$ cat src/rtl/fsm_run_detector.sv
// Moore run-length detector: flags RUN_LEN consecutive 0s (Y1) or 1s (Y2),
// reports the live run length and keeps saturating per-polarity hit counters.
// Optional build macro: FSM_RUN_STICKY_EN turns Y1/Y2 into held flags that are
// cleared only by reset or by the opposite detection.
module fsm_run_detector #(
  parameter int unsigned RUN_LEN = 4,  // legal range 2..255
  parameter int unsigned CNT_W   = 8
) (
  input  logic             clock,
  input  logic             reset_n,
  input  logic             X,
  input  logic             enable,
  output logic             Y1,
  output logic             Y2,
  output logic [7:0]       run_len,
  output logic [CNT_W-1:0] zero_hits,
  output logic [CNT_W-1:0] one_hits
);

  typedef enum logic [2:0] {StIdle, StZrun, StOrun, StZhit, StOhit} state_e;

  localparam logic [7:0] RunTarget = 8'(RUN_LEN);

  state_e             state_q, state_d;
  logic [7:0]         run_len_q, run_len_d;
  logic [CNT_W-1:0]   zero_hits_q, zero_hits_d;
  logic [CNT_W-1:0]   one_hits_q, one_hits_d;
  logic               y1_q, y1_d;
  logic               y2_q, y2_d;

  logic [7:0]         run_len_inc;
  logic [CNT_W-1:0]   zero_hits_inc;
  logic [CNT_W-1:0]   one_hits_inc;

  // Saturating increments of the run length and both hit counters.
  always_comb begin
    run_len_inc   = (run_len_q == 8'hFF) ? run_len_q : run_len_q + 8'd1;
    zero_hits_inc = (&zero_hits_q) ? zero_hits_q : zero_hits_q + CNT_W'(1);
    one_hits_inc  = (&one_hits_q) ? one_hits_q : one_hits_q + CNT_W'(1);
  end

  // Next-state, run length, counters and output flags; everything holds when enable=0.
  always_comb begin
    state_d     = state_q;
    run_len_d   = run_len_q;
    zero_hits_d = zero_hits_q;
    one_hits_d  = one_hits_q;
    y1_d        = y1_q;
    y2_d        = y2_q;

    if (enable) begin
      case (X)
        1'b0: begin
          if (state_q == StZrun || state_q == StZhit) begin
            run_len_d = run_len_inc;
            // A run counts once: only the ZRUN->ZHIT crossing bumps the counter.
            if (state_q == StZrun && run_len_inc == RunTarget) begin
              state_d     = StZhit;
              zero_hits_d = zero_hits_inc;
            end
          end else begin
            state_d   = StZrun;
            run_len_d = 8'd1;
          end
        end
        1'b1: begin
          if (state_q == StOrun || state_q == StOhit) begin
            run_len_d = run_len_inc;
            if (state_q == StOrun && run_len_inc == RunTarget) begin
              state_d    = StOhit;
              one_hits_d = one_hits_inc;
            end
          end else begin
            state_d   = StOrun;
            run_len_d = 8'd1;
          end
        end
        default: begin
          // Unknown input breaks the run without touching the counters.
          state_d   = StIdle;
          run_len_d = 8'd0;
        end
      endcase
    end

`ifdef FSM_RUN_STICKY_EN
    // Flags latch on entry to a hit state; each detection clears the other flag.
    if (state_d == StZhit && state_q != StZhit) begin
      y1_d = 1'b1;
      y2_d = 1'b0;
    end
    if (state_d == StOhit && state_q != StOhit) begin
      y1_d = 1'b0;
      y2_d = 1'b1;
    end
`else
    y1_d = (state_d == StZhit);
    y2_d = (state_d == StOhit);
`endif
  end

  // State and output registers with synchronous active-low reset.
  always_ff @(posedge clock) begin
    if (!reset_n) begin
      state_q     <= StIdle;
      run_len_q   <= 8'd0;
      zero_hits_q <= '0;
      one_hits_q  <= '0;
      y1_q        <= 1'b0;
      y2_q        <= 1'b0;
    end else begin
      state_q     <= state_d;
      run_len_q   <= run_len_d;
      zero_hits_q <= zero_hits_d;
      one_hits_q  <= one_hits_d;
      y1_q        <= y1_d;
      y2_q        <= y2_d;
    end
  end

  assign Y1        = y1_q;
  assign Y2        = y2_q;
  assign run_len   = run_len_q;
  assign zero_hits = zero_hits_q;
  assign one_hits  = one_hits_q;

endmodule

$ cat config.mk
export PLATFORM = sky130hd
export DESIGN_NAME = fsm_run_detector
export DESIGN_NICKNAME = d
export VERILOG_FILES = /design/src/rtl/fsm_run_detector.sv
export SDC_FILE = /design/constraint.sdc
export NUM_CORES = 1
export LEC_CHECK = 0
export ABC_AREA = 1
export BUFFER_PORTS_ARGS = -buffer_cell sky130_fd_sc_hd__buf_2
export CAP_MARGIN = 20
export CORE_UTILIZATION = 25
export CTS_CLUSTER_DIAMETER = 200
export DETAILED_ROUTE_END_ITERATION = 8
export HOLD_SLACK_MARGIN = 0.08
export SLEW_MARGIN = 20
export SYNTH_ARGS = -nofsm -noshare
export SYNTH_HDL_FRONTEND = slang
export SYNTH_SLANG_ARGS = --single-unit
$ cat constraint.sdc
create_clock -name clock -period 3.73 [get_ports clock]
set_clock_uncertainty 0.15 [all_clocks]
set_input_delay 0.373 -clock clock [delete_from_list [all_inputs] [get_ports clock]]
set_output_delay 0.373 -clock clock [all_outputs]
set_load 0.02 [all_outputs]
# Yosys cells after proc, flatten, opt, wreduce, memory -nomap -nowiden
# Cells that the tools add are included.
# op_classes
n_addsub	3
mul	0
div	0
order_cmp	0
n_eq_ne	8
n_shift	0
mux	10
bitwise	3
n_reduce_logical	8
# op_table
operator	count
$add A8 B1 Y8 const B	3
$mux W8	3
$pmux W8 S2	1
$reduce_and A8 Y1	2
$mux W3	5
$reduce_and A5 Y1	2
$eq A3 B2 Y1 const B	3
$eq A8 B3 Y1 const B	1
$eq A8 B8 Y1 const B	1
$eq A3 B3 Y1 const B	2
$pmux W3 S2	1
$eq A3 B1 Y1 const B	1
$not A1 Y1	3
$logic_and A1 B1 Y1	2
$logic_or A1 B1 Y1	2
# totals
ff_bits	29
latch_bits	0
ramBits	0
mem_bits_ro	0
input_bits	4
out_inout_bits	26
word_cells	38
n_memories	0

# Logic depth before layout (Yosys ltp)
# depth
depth_word	9
depth_mapped	16
mapped_depth_nobuf	16

# Least setup slack after synthesis
# Ideal clock, no wire load.
# synth_path
path_type	reg-to-reg
start	register run_len_q[1] (netlist: run_len[1])
end	register zero_hits_q[0] (netlist: zero_hits[0])
t_arrival_ps	1945
slack_ps	1516
path_stages_with_launch	13
path_buffers	1
synth_period_minus_slack_ps	2214
cell_sequence	dfxtp_1 -> ha_1 -> nand2_2 -> nor2_4 -> nand2_4 -> a21oi_4 -> nand2_1 -> nor2_2 -> and2_4 -> buf_12 -> nand3_4 -> o21ai_0 -> a21oi_1
# synth_via
elab_chain_len	5
elab_cells_between_ends	6
classes_between	1 x add/sub; 2 x eq/ne; 1 x mux; 2 x reduce/logical
# synth_rtl
item	line_no	rtl
from (decl)	25	logic [7:0] run_len_q, run_len_d;
from (signal assigned)	113	run_len_q <= run_len_d;
$add A8 B1 Y8 / $eq A8 B8 Y1 (equally long branches)	37	run_len_inc = (run_len_q == 8'hFF) ? run_len_q : run_len_q + 8'd1;
$mux W8 *	37	
$eq A8 B3 Y1 *	57	if (state_q == StZrun && run_len_inc == RunTarget) begin
$logic_and A1 B1 Y1 *	57	
$reduce_and A5 Y1 (no line) *	--	
to (signal assigned)	114	zero_hits_q <= zero_hits_d;
to (decl)	26	logic [CNT_W-1:0] zero_hits_q, zero_hits_d;
# Mark *: on every way between the ends. The rest lies on a longest branch, timed or not.
# A chain may end at the register's enable or synchronous reset.

# Worst setup path in the final report
# Ends and elaborated chain as after synthesis.

==> out/results.md <==
* **Worst EP arrival** 2.34 ns
* **ys async rst share** 0%
* **area occupied by registers** 580.6 sq um
* **final hold slack** 0.2051 ns
* **# DRC** 0
* **number of rows in the core area** 30
* **CP Capture Type** register
* **Avg Synthesized Cell Area** 6.985 sq um
* **initial antenna violation count** 0
* **Final HPWL DP** 2.912 mm
* **DIE AREA** 7294 sq um
* **crit path to** zero_hits[0]
* **pins over their slew limit** 0
* **number of nets in the synthesized netlist** 256
* **P_leak** 0.8713 nW
* **core outline area** 6756 sq um
* **CTS tree** built
* **number of logic stages on the critical path including buffering** 11
* **via count of the first global-routing pass** 1584
* **post-CTS resize count** 0
* **Boundary Pins** 30
* **post-synthesis instance area** 1739 sq um
* **maximum clock frequency** 429.8 MHz
* **Die X-Extent** 85.41 um
* **post-CTS setup buffer count** 0
* **I/O Buffers** 29
* **routability cong.** 0.8743
* **share of the yosys chip area belonging to registers** 33.38%
* **area added between synthesis and finish** 16.98%
* **share of the core filled with cells** 30.11%
* **CP peak stage delay** 0.41 ns
* **Worst Setup Start Kind** register
* **antenna violation net count after detailed routing** 0
* **DRT iter0 DRCs** 76
* **flop2flop setup slack** 1.40 ns
* **worst-path cell with the longest stage delay** sky130_fd_sc_hd__dfxtp_1
* **library cells used by synthesis** 28
* **transition time of the tightest slew-check pin** 0.7937 ns
* **top cells by area, synth** sky130_fd_sc_hd__dfxtp_1 33%, sky130_fd_sc_hd__nand2_1 15%, sky130_fd_sc_hd__a21oi_1 7.8%, sky130_fd_sc_hd__nand4_1 6.1%, sky130_fd_sc_hd__inv_1 5.4%
* **wire length of the first global-routing pass** 6.782 mm
* **GRT Overall Usage** 11.41%
* **cell area power density** 313.6 nW/um^2
* **biggest fanout along the worst timing path** 16
* **number of buffers inserted for hold repair after clock tree synthesis** 0
* **clock period minus final worst setup slack** 2.327 ns
* **peak ir drop on the vdd network** 181.0 uV
* **share of cells above drive strength 1** 18.51%
* **Top delay family on crit path** simple AND/OR/NAND/NOR gates
* **Hold Crit Class** in2reg
* **flops & latches, synth** 29
* **Yosys warning total** 0
* **effective utilization at floorplan** 25.74%
* **multi-input gate area in the final layout** 1010 sq um
* **mean number of vias per cell** 4.684
* **residual overflow from global routing** 0
* **most used flip-flop cell after synthesis** sky130_fd_sc_hd__dfxtp_1
* **beginning of the worst register-to-register path** run_len[1]
* **Required @ worst endpoint** 3.75 ns
* **H-tree level count** 2
* **FF-to-FF End** zero_hits[0]
* **remaining max-slew budget at the tightest pin** 47.03%
* **final wirelength** 4.002 mm
* **total number of vias** 1691
* **Clock Latency Late Sink** 0.27 ns
* **vertical die dimension** 85.41 um
* **clock tree sinks** 29
* **final critical-path share of the clock period** 62.38%
* **largest net degree at the start of global routing** 26
* **aggregate negative setup slack** 0 ns
* **# nets final** 287
* **number of buffers on the longest clock path** 2
* **number of maximum-capacitance violations** 0
* **WS Path Type** reg2reg
* **critical path, cell by cell** ha_1 -> nand2_2 -> inv_1 -> nand2_1 -> o21ai_2 -> nand2_1 -> nor2_1 -> and2_4 -> nand3_4 -> o21ai_0 -> a21oi_1
* **First-pass DRT Iterations** 4
* **buffer type at the clock tree root** sky130_fd_sc_hd__clkbuf_8
* **Crit. Startpoint** run_len[1]
* **count of endpoints failing setup in the final report** 0
* **cell taking the most area after synthesis** sky130_fd_sc_hd__dfxtp_1
* **count of flip-flops with a built-in enable after synthesis** 0
* **clock-pin slew of the registers on the worst-case setup and hold paths** 0.06 ns
* **result of the run** completed
* **Gate Count Post-Synth** 249
* **final number of hold-violating endpoints** 0
* **RSZ-0062 raised after global routing** no
* **cell count of the worst reg-to-reg path** 11
* **fraction of synthesized cell area taken by the top area cell type** 33.38%
* **Antenna Diode Count** 0
* **TritonCTS buffer count** 5
* **final routed wire length divided by cell count** 11.09 um
* **buffers and inverters on the worst path** 1
* **cell seen most often among critical-path stages** sky130_fd_sc_hd__nand2_1
* **# fillers** 737
## synth_stat cells (2+ instances only)
cell type	n
sky130_fd_sc_hd__nand2_1	68
sky130_fd_sc_hd__dfxtp_1	29
sky130_fd_sc_hd__a21oi_1	27
sky130_fd_sc_hd__inv_1	25
sky130_fd_sc_hd__nand4_1	17
sky130_fd_sc_hd__nor2_1	17
sky130_fd_sc_hd__nand3_1	14
sky130_fd_sc_hd__o21ai_0	11
sky130_fd_sc_hd__xor2_1	8
sky130_fd_sc_hd__xnor2_1	4
sky130_fd_sc_hd__clkbuf_1	3
sky130_fd_sc_hd__ha_1	3
sky130_fd_sc_hd__nor2_2	3
sky130_fd_sc_hd__nor3_1	3
sky130_fd_sc_hd__buf_12	2
sky130_fd_sc_hd__nand3_4	2
sky130_fd_sc_hd__nor2_4	2
## area by class of cell
class / instances / share of cell area (%)
Multi-Input combinational cell: 189 / 49.63
Sequential cell: 29 / 28.54
Timing Repair Buffer: 29 / 7.134
Tap cell: 80 / 4.920
Inverter: 26 / 4.797
Clock buffer: 7 / 4.736
Clock inverter: 1 / 0.2460
## flip-flops by register name (all words and copies together) (netlist names)
signal and count:
one_hits 8, Y2 1, zero_hits 8, run_len 8, Y1 1, state_q 3
## tightest hold or removal path: cells and delay by family
kind | cells | cell delay [ns]
buffers and inverters | 1 | 0.11
AOI/OAI and AO/OA | 2 | 0.10
## how the worst min path moves through the flow
stage                             from  cells after the start      endpoint
final                          reset_n                      3   one_hits[0]
after global routing           reset_n                      3  zero_hits[0]
after CTS                      reset_n                      3   one_hits[0]
after detailed placement  zero_hits[0]                      2  zero_hits[0]
after global placement     one_hits[0]                      2   one_hits[0]
after floorplan                reset_n                      2   one_hits[0]
## routing by layer
layer / vias to the layer above / routed length [um] / GRT usage [%] / part of all wire, %
li1: 890 / - / - / -
met1: 764 / 1957 / 14.65 / 49
met2: 32 / 1866 / 18.40 / 47
met3: 5 / 148 / 2.432 / 3.7
met4: 0 / 30 / 5.000 / 0.75
met5: - / 0 / 0 / 0
## through the flow
stage | power [mW] | worst slack [ns] | area, sq um | cells
finish | 0.6379 | 1.403 | 2034 | 361
CTS | 0.6493 | 1.373 | 2034 | 361
floorplan | 0.3519 | 1.516 | 1739 | 249
global placement | 0.3637 | 1.391 | 1933 | 353
global route | 0.6723 | 1.158 | 2034 | 361
detailed placement | 0.3632 | 1.384 | 1933 | 353
## cells by family (layout without fill, tap and decap cells)
family | after synthesis | after routing | share of synthesized area, %
AND/OR/NAND/NOR | 133 | 133 | 37.12
AO/OA/AOI/OAI | 41 | 41 | 12.73
buffers and inverters | 31 | 63 | 8.561
flip-flops | 29 | 29 | 33.38
XOR/XNOR | 12 | 12 | 6.043
adder cells (fa/ha/maj) | 3 | 3 | 2.159
## layout by cell type (no fill, tap or decap), types with 4 or more instances in the layout
cell type and instances:
sky130_fd_sc_hd__a21oi_1 27, sky130_fd_sc_hd__buf_2 29, sky130_fd_sc_hd__clkbuf_8 7, sky130_fd_sc_hd__dfxtp_1 29, sky130_fd_sc_hd__inv_1 25, sky130_fd_sc_hd__nand2_1 68
sky130_fd_sc_hd__nand3_1 14, sky130_fd_sc_hd__nand4_1 17, sky130_fd_sc_hd__nor2_1 17, sky130_fd_sc_hd__o21ai_0 11, sky130_fd_sc_hd__xnor2_1 4, sky130_fd_sc_hd__xor2_1 8
## report_power, final
group / internal (mW) / leakage, nW / switching (mW)
clock: 0.166 / 0.0542 / 0.114
sequential: 0.313 / 0.234 / 0.00299
combinational: 0.0105 / 0.583 / 0.0308
total: 0.490 / 0.871 / 0.148
No activity file was read; power rests on OpenSTA's default activity.
